<file path="config.mk">
export PLATFORM = sky130hd
export DESIGN_NAME = dcache_req_unit
export DESIGN_NICKNAME = d
export VERILOG_FILES = /design/src/rtl/dcache_req_unit.sv
export SDC_FILE = /design/constraint.sdc
export NUM_CORES = 1
export LEC_CHECK = 0
export ABC_AREA = 0
export BUFFER_PORTS_ARGS = -buffer_cell sky130_fd_sc_hd__buf_2
export CAP_MARGIN = 0
export CORE_MARGIN = 1.5
export CORE_UTILIZATION = 35
export DETAILED_ROUTE_END_ITERATION = 8
export PLACE_DENSITY = 0.67
export SYNTH_ARGS = -nofsm -noshare
export SYNTH_HDL_FRONTEND = slang
export SYNTH_SLANG_ARGS = --single-unit
</file>
<file path="constraint.sdc">
create_clock -name clk -period 3.5 [get_ports clk]
set_clock_uncertainty 0.05 [all_clocks]
set_input_delay 0.35 -clock clk [delete_from_list [all_inputs] [get_ports clk]]
set_output_delay 0.35 -clock clk [all_outputs]
set_load 0.03 [all_outputs]
</file>
<file path="src/rtl/dcache_req_unit.sv">
// ---------------------------------------------------------------------------
// dcache_req_unit
// Memory-stage data-cache request unit. Accepts one load/store per handshake,
// checks alignment, builds byte write enables and lane-aligned store data,
// holds a word-aligned request until the cache takes it, then waits for the
// load response. Also keeps the func3 and byte address of the last accepted
// load so the load-extension stage can select and sign-extend the word.
// ---------------------------------------------------------------------------
module dcache_req_unit (
   input  logic        clk,
   input  logic        reset,

   // Pipeline side
   input  logic        mem_valid,
   input  logic        mem_we,
   input  logic [2:0]  mem_func3,
   input  logic [31:0] mem_addr,
   input  logic [31:0] mem_wdata,
   output logic        mem_ready,
   output logic        stall,
   output logic        misaligned,

   // Data-cache request side
   output logic        dcache_val,
   output logic        dcache_re,
   output logic [3:0]  dcache_we,
   output logic [31:0] dcache_addr,
   output logic [31:0] dcache_din,
   input  logic        dcache_ready,
   input  logic        dcache_resp_valid,

   // Load-extension side
   output logic [2:0]  wb_func3,
   output logic [31:0] wb_dcache_addr,
   output logic        wb_load_valid
);

   // RV32I load/store func3 encodings
   localparam logic [2:0] F3_B  = 3'b000;
   localparam logic [2:0] F3_H  = 3'b001;
   localparam logic [2:0] F3_W  = 3'b010;
   localparam logic [2:0] F3_BU = 3'b100;
   localparam logic [2:0] F3_HU = 3'b101;

   // FSM encoding
   localparam logic [1:0] ST_IDLE = 2'd0;
   localparam logic [1:0] ST_REQ  = 2'd1;
   localparam logic [1:0] ST_RESP = 2'd2;

   logic [1:0]  state;
   logic [1:0]  state_nxt;

   // Latched request
   logic [31:0] req_addr;
   logic [2:0]  req_func3;
   logic        req_we;
   logic [3:0]  req_mask;
   logic [31:0] req_din;

   // Decode of the op currently presented by the pipeline
   logic        op_mis;
   logic [3:0]  op_mask;
   logic [31:0] op_din;
   logic        accept;
   logic        accept_ok;
   logic        req_done;
   logic        resp_done;

   // Handshake terms
   assign mem_ready = (state == ST_IDLE);
   assign stall     = mem_valid && !mem_ready;
   assign accept    = mem_valid && mem_ready;
   assign accept_ok = accept && !op_mis;
   assign req_done  = (state == ST_REQ) && dcache_ready;
   assign resp_done = (state == ST_RESP) && dcache_resp_valid;

   // Alignment check, byte-enable mask and lane replication for the incoming op
   always_comb begin
      // NOTE: every combinational output gets a default first so no path
      // through the case statement leaves a value unassigned (no latches).
      op_mis  = 1'b0;
      op_mask = 4'b0000;
      op_din  = 32'h0;
      case (mem_func3)
         F3_B, F3_BU: begin
            op_mask = 4'b0001 << mem_addr[1:0];
            op_din  = {4{mem_wdata[7:0]}};
         end
         F3_H, F3_HU: begin
            op_mis  = mem_addr[0];
            op_mask = mem_addr[1] ? 4'b1100 : 4'b0011;
            op_din  = {2{mem_wdata[15:0]}};
         end
         F3_W: begin
            op_mis  = |mem_addr[1:0];
            op_mask = 4'b1111;
            op_din  = mem_wdata;
         end
         default: begin
            // 011, 110, 111 have no RV32I load/store meaning
            op_mis = 1'b1;
         end
      endcase
      // Loads never write: clear the store-only fields
      if (!mem_we) begin
         op_mask = 4'b0000;
         op_din  = 32'h0;
      end
   end

   // Next-state logic: IDLE -> REQ on an aligned accept, REQ -> IDLE/RESP on
   // cache acceptance, RESP -> IDLE once the load data arrives
   always_comb begin
      state_nxt = state;
      case (state)
         ST_IDLE: if (accept_ok) state_nxt = ST_REQ;
         ST_REQ:  if (req_done)  state_nxt = req_we ? ST_IDLE : ST_RESP;
         ST_RESP: if (resp_done) state_nxt = ST_IDLE;
         default:                state_nxt = ST_IDLE;
      endcase
   end

   // State register and one-cycle misaligned pulse
   always_ff @(posedge clk or posedge reset) begin
      if (reset) begin
         state      <= ST_IDLE;
         misaligned <= 1'b0;
      end else begin
         // NOTE: sequential state uses non-blocking assignments so every
         // register samples pre-edge values, independent of statement order.
         state      <= state_nxt;
         misaligned <= accept && op_mis;
      end
   end

   // Request registers: captured on an aligned accept, held through REQ
   always_ff @(posedge clk or posedge reset) begin
      if (reset) begin
         req_addr  <= 32'h0;
         req_func3 <= 3'b000;
         req_we    <= 1'b0;
         req_mask  <= 4'b0000;
         req_din   <= 32'h0;
      end else if (accept_ok) begin
         req_addr  <= mem_addr;
         req_func3 <= mem_func3;
         req_we    <= mem_we;
         req_mask  <= op_mask;
         req_din   <= op_din;
      end
   end

   // Load-extension context: updated when the cache takes a load request
   always_ff @(posedge clk or posedge reset) begin
      if (reset) begin
         wb_func3       <= 3'b000;
         wb_dcache_addr <= 32'h0;
      end else if (req_done && !req_we) begin
         wb_func3       <= req_func3;
         wb_dcache_addr <= req_addr;
      end
   end

   // Cache request outputs are qualified by state so reset drops them at once
   assign dcache_val    = (state == ST_REQ);
   assign dcache_re     = (state == ST_REQ) && !req_we;
   assign dcache_we     = (state == ST_REQ) ? req_mask : 4'b0000;
   assign dcache_addr   = {req_addr[31:2], 2'b00};
   assign dcache_din    = req_din;

   // Response is only meaningful while waiting for it
   assign wb_load_valid = resp_done;

endmodule
</file>
==> impl_metrics.env, run 1 <==
export IMPL_syn_instance_count=410
export IMPL_ant_nets=0
export IMPL_viasPerCell=4.71
export IMPL_yosysWarnings=0
export IMPL_globalRouteMet3Util_pct=2.95
export IMPL_powerDensity_mw_per_mm2=839
export IMPL_grt_busiest_layer="met2"
export IMPL_cts_root_buf="clkbuf_16"
export IMPL_fin_nets=624
export IMPL_ios=182
export IMPL_globalRouteTotalUtil_pct=15.9
export IMPL_cts_tree="done"
export IMPL_rsz0062_at_grt="false"
export IMPL_clk_pin_slew_ns=0.07
export IMPL_drt_iter0_markers=151
export IMPL_final_cell_mix="buf_2 (179), dfrtp_1 (110), mux2_2 (66)"
export IMPL_hold_violations=0
export IMPL_tns_ns=0
export IMPL_crit_path_start_kind="input pin"
export IMPL_finalCritPeriodShare_pct=63.6
export IMPL_grt_overflow=0
export IMPL_final_common_cell="buf_2"
export IMPL_yosysSeqAreaShare_pct=57.5
export IMPL_grt_pass1_wl_mm=17.7
export IMPL_p_leak_uw=0.00296
export IMPL_cts_resized=0
export IMPL_fmax_ghz=0.449
export IMPL_die_x_microns=120
export IMPL_grt_max_degree=57
export IMPL_dieArea_sq_mm=0.0144
export IMPL_critPathArrivalTime_ns=2.37
export IMPL_setup_ws_ns=1.27
export IMPL_setup_viol=0
export IMPL_cp_required_ns=3.65
export IMPL_drv_slew=0
export IMPL_hold_buffers=0
export IMPL_clock_path_buffers=2
export IMPL_drtPass1Iterations=4
export IMPL_hpwlAfterDp_mm=8.59
export IMPL_hold_class="input pin to asynchronous set/reset pin"
export IMPL_run_status="complete, no violations"
export IMPL_post_route_drc_count=0
export IMPL_start_util_pct=36.0
export IMPL_coreArea_sq_mm=0.0133
export IMPL_ff2ff_setup_slack_ns=1.45
export IMPL_cts_sinks=110
export IMPL_cp_end_kind="flip-flop"
export IMPL_ys_ff_latch=110
export IMPL_stdcell_area_sq_mm=0.00592
export IMPL_drt_wl_total_mm=11.5
export IMPL_period_needed_ns=2.23
export IMPL_worstPathMaxFanout=56
export IMPL_die_h_microns=120
export IMPL_crit_type="input pin to flip-flop"
export IMPL_r2r_start="state[1]"
export IMPL_vias=3447
export IMPL_cts_buffers_inserted=9
export IMPL_post_cts_setup_buffer_count=0
export IMPL_ys_types=25
export IMPL_antenna_found_initial=0
export IMPL_synth_area_sq_mm=0.00479
export IMPL_row_count=42
export IMPL_met2_usage_pct=27.0
export IMPL_htreeDepth=3
export IMPL_fill_cells=1269
export IMPL_grt_pass1_vias=3470
export IMPL_preCtsSetupSlack_ns=0.908
export IMPL_area_growth_pct=23.5
export IMPL_max_slew_margin_rel_pct=41.3
export IMPL_reg2reg_depth=4
export IMPL_avgSynthCellArea_sq_um=11.7
export IMPL_drive_above_1_share_pct=48.7
export IMPL_maxCapViolations=0
export IMPL_tightestPinTransition_ns=0.881
export IMPL_gr_usage_met1_pct=19.4
export IMPL_antenna_cells=0
export IMPL_clock_latency_ns=0.34
export IMPL_wl_per_cell_microns=15.7
export IMPL_vdd_ir_drop_max_mv=0.379
export IMPL_port_buffers=179
export IMPL_placed_cell_area_sq_mm=0.00562
export IMPL_gp_congestion=0.854
export IMPL_r2r_end="wb_dcache_addr[27]"
worst max-delay path: stages:
cell and delay (ns):
buf_2 0.35, a21oi_1 0.20, o211ai_4 0.71, buf_4 0.53, o21ai_0 0.19
worst max path at each step:
| stage | from | end | slack [ns] | cells after the start |
|---|---|---|---|---|
| 4_1_cts | mem_func3[0] | dcache_din[18] | 1.26 | 5 |
| 3_3_place_gp | mem_func3[0] | req_addr[22] | 0.96 | 5 |
| 5_1_grt | mem_func3[0] | dcache_din[18] | 1.11 | 6 |
| 6_report | mem_func3[0] | dcache_din[25] | 1.27 | 5 |
| 3_5_place_dp | mem_func3[0] | dcache_din[8] | 0.91 | 5 |
| 2_1_floorplan | reset | dcache_din[0] | 0.20 | 1 |
metrics by stage:
| stage | std cells | util [%] | hold slack, ns | power, uW |
|---|---|---|---|---|
| final | 732 | 44.5 | 0.0595 | 4970 |
| after global placement | 716 | 42.2 | 0.409 | 3920 |
| after CTS | 732 | 44.5 | 0.0840 | 5030 |
| after global routing | 732 | 44.5 | 0.109 | 5210 |
| after floorplan | 411 | - | 0.392 | 3520 |
| after detailed placement | 716 | 42.2 | 0.413 | 3990 |
area by class of cell:
| type | instances | area, sq um | share of cell area (%) |
|---|---|---|---|
| Clock buffer | 11 | 243 | 4.10 |
| Tap cell | 176 | 220 | 3.72 |
| Sequential cell | 110 | 2750 | 46.5 |
| Inverter | 2 | 10.0 | 0.169 |
| Clock inverter | 5 | 57.6 | 0.973 |
| Timing Repair Buffer | 184 | 933 | 15.8 |
| Multi-Input combinational cell | 244 | 1700 | 28.7 |
cell families (layout without fill, tap and decap cells):
family	after synthesis	in the layout	share of synthesized area (%)
AOI/OAI and AO/OA	68	68	7.26
buffers and inverters	57	202	7.31
DFF	110	110	57.5
muxes	79	79	18.4
other	1	2	0.0783
and+or+nand+nor	95	95	9.51
synth_stat cells:
cell type,instances,area (sq um)
buf_2,10,50.1
dfrtp_1,110,2750
inv_1,2,7.51
o211ai_2,1,12.5
and3b_1,1,8.76
nand2_1,45,169
clkbuf_1,10,37.5
nor3b_1,1,7.51
nand2b_1,3,18.8
conb_1,1,3.75
a21oi_1,17,85.1
buf_4,33,248
buf_1,2,7.51
mux2_2,66,743
mux2_1,5,56.3
nor2_2,1,6.26
nor4_2,1,12.5
nor2b_1,10,62.6
nor3_1,3,15.0
or2_2,1,6.26
nor2_1,13,48.8
and2_1,7,43.8
o21ai_0,50,250
mux2i_1,8,80.1
and3_1,9,56.3
layer usage:
metal	share of wire, %	up-vias
met1	43	1689
li1	-	1637
met2	50	97
met5	0	-
met3	4.3	24
met4	2.9	0
report_power, final:
group | internal (uW) | leakage, uW | switching (uW)
Sequential | 1720 | 0.00137 | 254
Clock | 576 | 0.000150 | 447
Combinational | 658 | 0.00143 | 1310
state kept, by name, summed over array words and instances (netlist names):
register        flops
wb_func3            3
state               2
wb_dcache_addr     32
misaligned          1
req_mask            4
req_func3           3
dcache_din         32
req_we              1
req_addr           32
Power figures use the tool's default switching activity.
==> run 2, diff against run 1 <==
Clock period 3.5 ns to 1.95 ns, I/O delays scaled along.
==> impl_metrics.env, run 2 (same netlist as run 1, synthesis figures left out) <==
export IMPL_row_count=42
export IMPL_ant_nets=0
export IMPL_drt_wl_total_mm=11.3
export IMPL_drtPass1Iterations=4
export IMPL_hold_slack_ns=0.0174
export IMPL_clk_pin_slew_ns=0.07
export IMPL_period_needed_ns=1.67
export IMPL_drv_slew=0
export IMPL_coreArea_sq_mm=0.0133
export IMPL_rsz0062_at_grt="false"
export IMPL_cts_buffers_inserted=9
export IMPL_maxCapViolations=0
export IMPL_fill_cells=1249
export IMPL_clock_latency_ns=0.35
export IMPL_hold_violations=0
export IMPL_htreeDepth=3
export IMPL_wl_per_cell_microns=15.2
export IMPL_cts_tree="done"
export IMPL_viasPerCell=4.68
export IMPL_drt_iter0_markers=117
export IMPL_hold_class="input pin to flip-flop"
export IMPL_final_cell_mix="buf_2 (179), dfrtp_1 (110), mux2_2 (66)"
export IMPL_setup_viol=0
export IMPL_cp_end_kind="output port"
export IMPL_grt_pass1_wl_mm=17.7
export IMPL_globalRouteTotalUtil_pct=16.0
export IMPL_crit_path_start_kind="flip-flop"
export IMPL_worstPathMaxFanout=5
export IMPL_clock_path_buffers=2
export IMPL_fin_nets=635
export IMPL_fin_util_pct=45.6
export IMPL_grt_overflow=0
export IMPL_grt_max_degree=57
export IMPL_register_area_sq_mm=0.00275
export IMPL_powerDensity_mw_per_mm2=1480
export IMPL_hpwlAfterDp_mm=8.82
export IMPL_p_leak_uw=0.00302
export IMPL_port_buffers=179
export IMPL_drive_above_1_share_pct=49.6
export IMPL_antenna_cells=0
export IMPL_critPathArrivalTime_ns=1.43
export IMPL_post_route_drc_count=0
export IMPL_vias=3477
export IMPL_die_x_microns=120
export IMPL_max_slew_margin_rel_pct=57.8
export IMPL_cp_required_ns=1.70
export IMPL_fmax_ghz=0.597
export IMPL_gp_congestion=0.845
export IMPL_multi_input_area_sq_mm=0.00170
export IMPL_die_h_microns=120
export IMPL_grt_pass1_vias=3452
export IMPL_area_growth_pct=26.6
export IMPL_vdd_ir_drop_max_mv=0.683
export IMPL_tightestPinTransition_ns=0.631
export IMPL_antenna_found_initial=1
export IMPL_finalCritPeriodShare_pct=85.9
export IMPL_start_util_pct=36.0
export IMPL_ios=182
export IMPL_dieArea_sq_mm=0.0144
export IMPL_final_common_cell="buf_2"
export IMPL_cts_sinks=110
export IMPL_run_status="complete, no violations"
export IMPL_tns_ns=0
export IMPL_crit_type="flip-flop to output port"
export IMPL_cts_root_buf="clkbuf_16"
-- run 2: cell count changes in the layout (fill, tap and decap cells not counted), sizes merged --
cell / before / now
buf: 184 / 192
dlygate4sd3: 0 / 3
clkbuf: 11 / 9
clkinvlp: 0 / 1
inv: 3 / 4
-- run 2: repair_timing --
item	CTS	global route
hold buffers	3	0
gates resized for setup	0	0
hold endpoints to repair	25	0
setup buffers	0	0
-- run 2: area by class of cell --
cell class	count	share of cell area (%)
timing repair buffer	195	17.7
inverter	2	0.186
sequential	110	45.4
tap	176	3.63
multi-input combinational	244	28.1
clock buffer	9	3.71
clock inverter	7	1.32
-- run 2: power by group --
part           total [uW]  switching (uW)  internal [uW]
logic                3560            2340           1220
registers            3530             450           3080
clock network        1870             850           1020
total                8960            3640           5310
-- run 2: per-layer routing --
| layer | global-route usage [%] | up-vias | wire [microns] |
|---|---|---|---|
| met1 | 19.1 | 1680 | 4580 |
| met4 | 8.48 | 0 | 357 |
| met5 | 0 | - | 0 |
| met2 | 26.4 | 108 | 5640 |
| met3 | 4.13 | 26 | 683 |
| li1 | - | 1663 | - |
-- run 2: worst paths after layout --
path                       cells after the start  slack [ns]                  to         from
setup reg to reg                               5        0.32  wb_dcache_addr[26]     state[1]
hold / removal                                 2        0.02         req_addr[7]  mem_addr[7]
hold reg to reg                                2        0.42         req_mask[1]  req_mask[1]
min in group asynchronous                      3        0.42  wb_dcache_addr[14]        reset
max in group asynchronous                      4        0.83        req_addr[22]        reset
setup / recovery                               4        0.28        dcache_we[0]     state[1]
-- run 2: per-stage QoR --
step | power [uW] | setup WS, ns | instance area [sq um] | std cells
2_1_floorplan | 6320 | 0.0116 | 4800 | 411
3_5_place_dp | 7180 | 0.302 | 5730 | 724
5_1_grt | 9440 | 0.166 | 6070 | 743
3_3_place_gp | 7080 | 0.368 | 5730 | 724
6_report | 8960 | 0.275 | 6070 | 743
4_1_cts | 9090 | 0.249 | 6070 | 743
-- run 2: critical path, stage by stage (launching register included) --
cell and delay, ns:
dfrtp_1 0.40, nand2b_1 0.21, inv_1 0.14, and2_1 0.14
buf_2 0.20
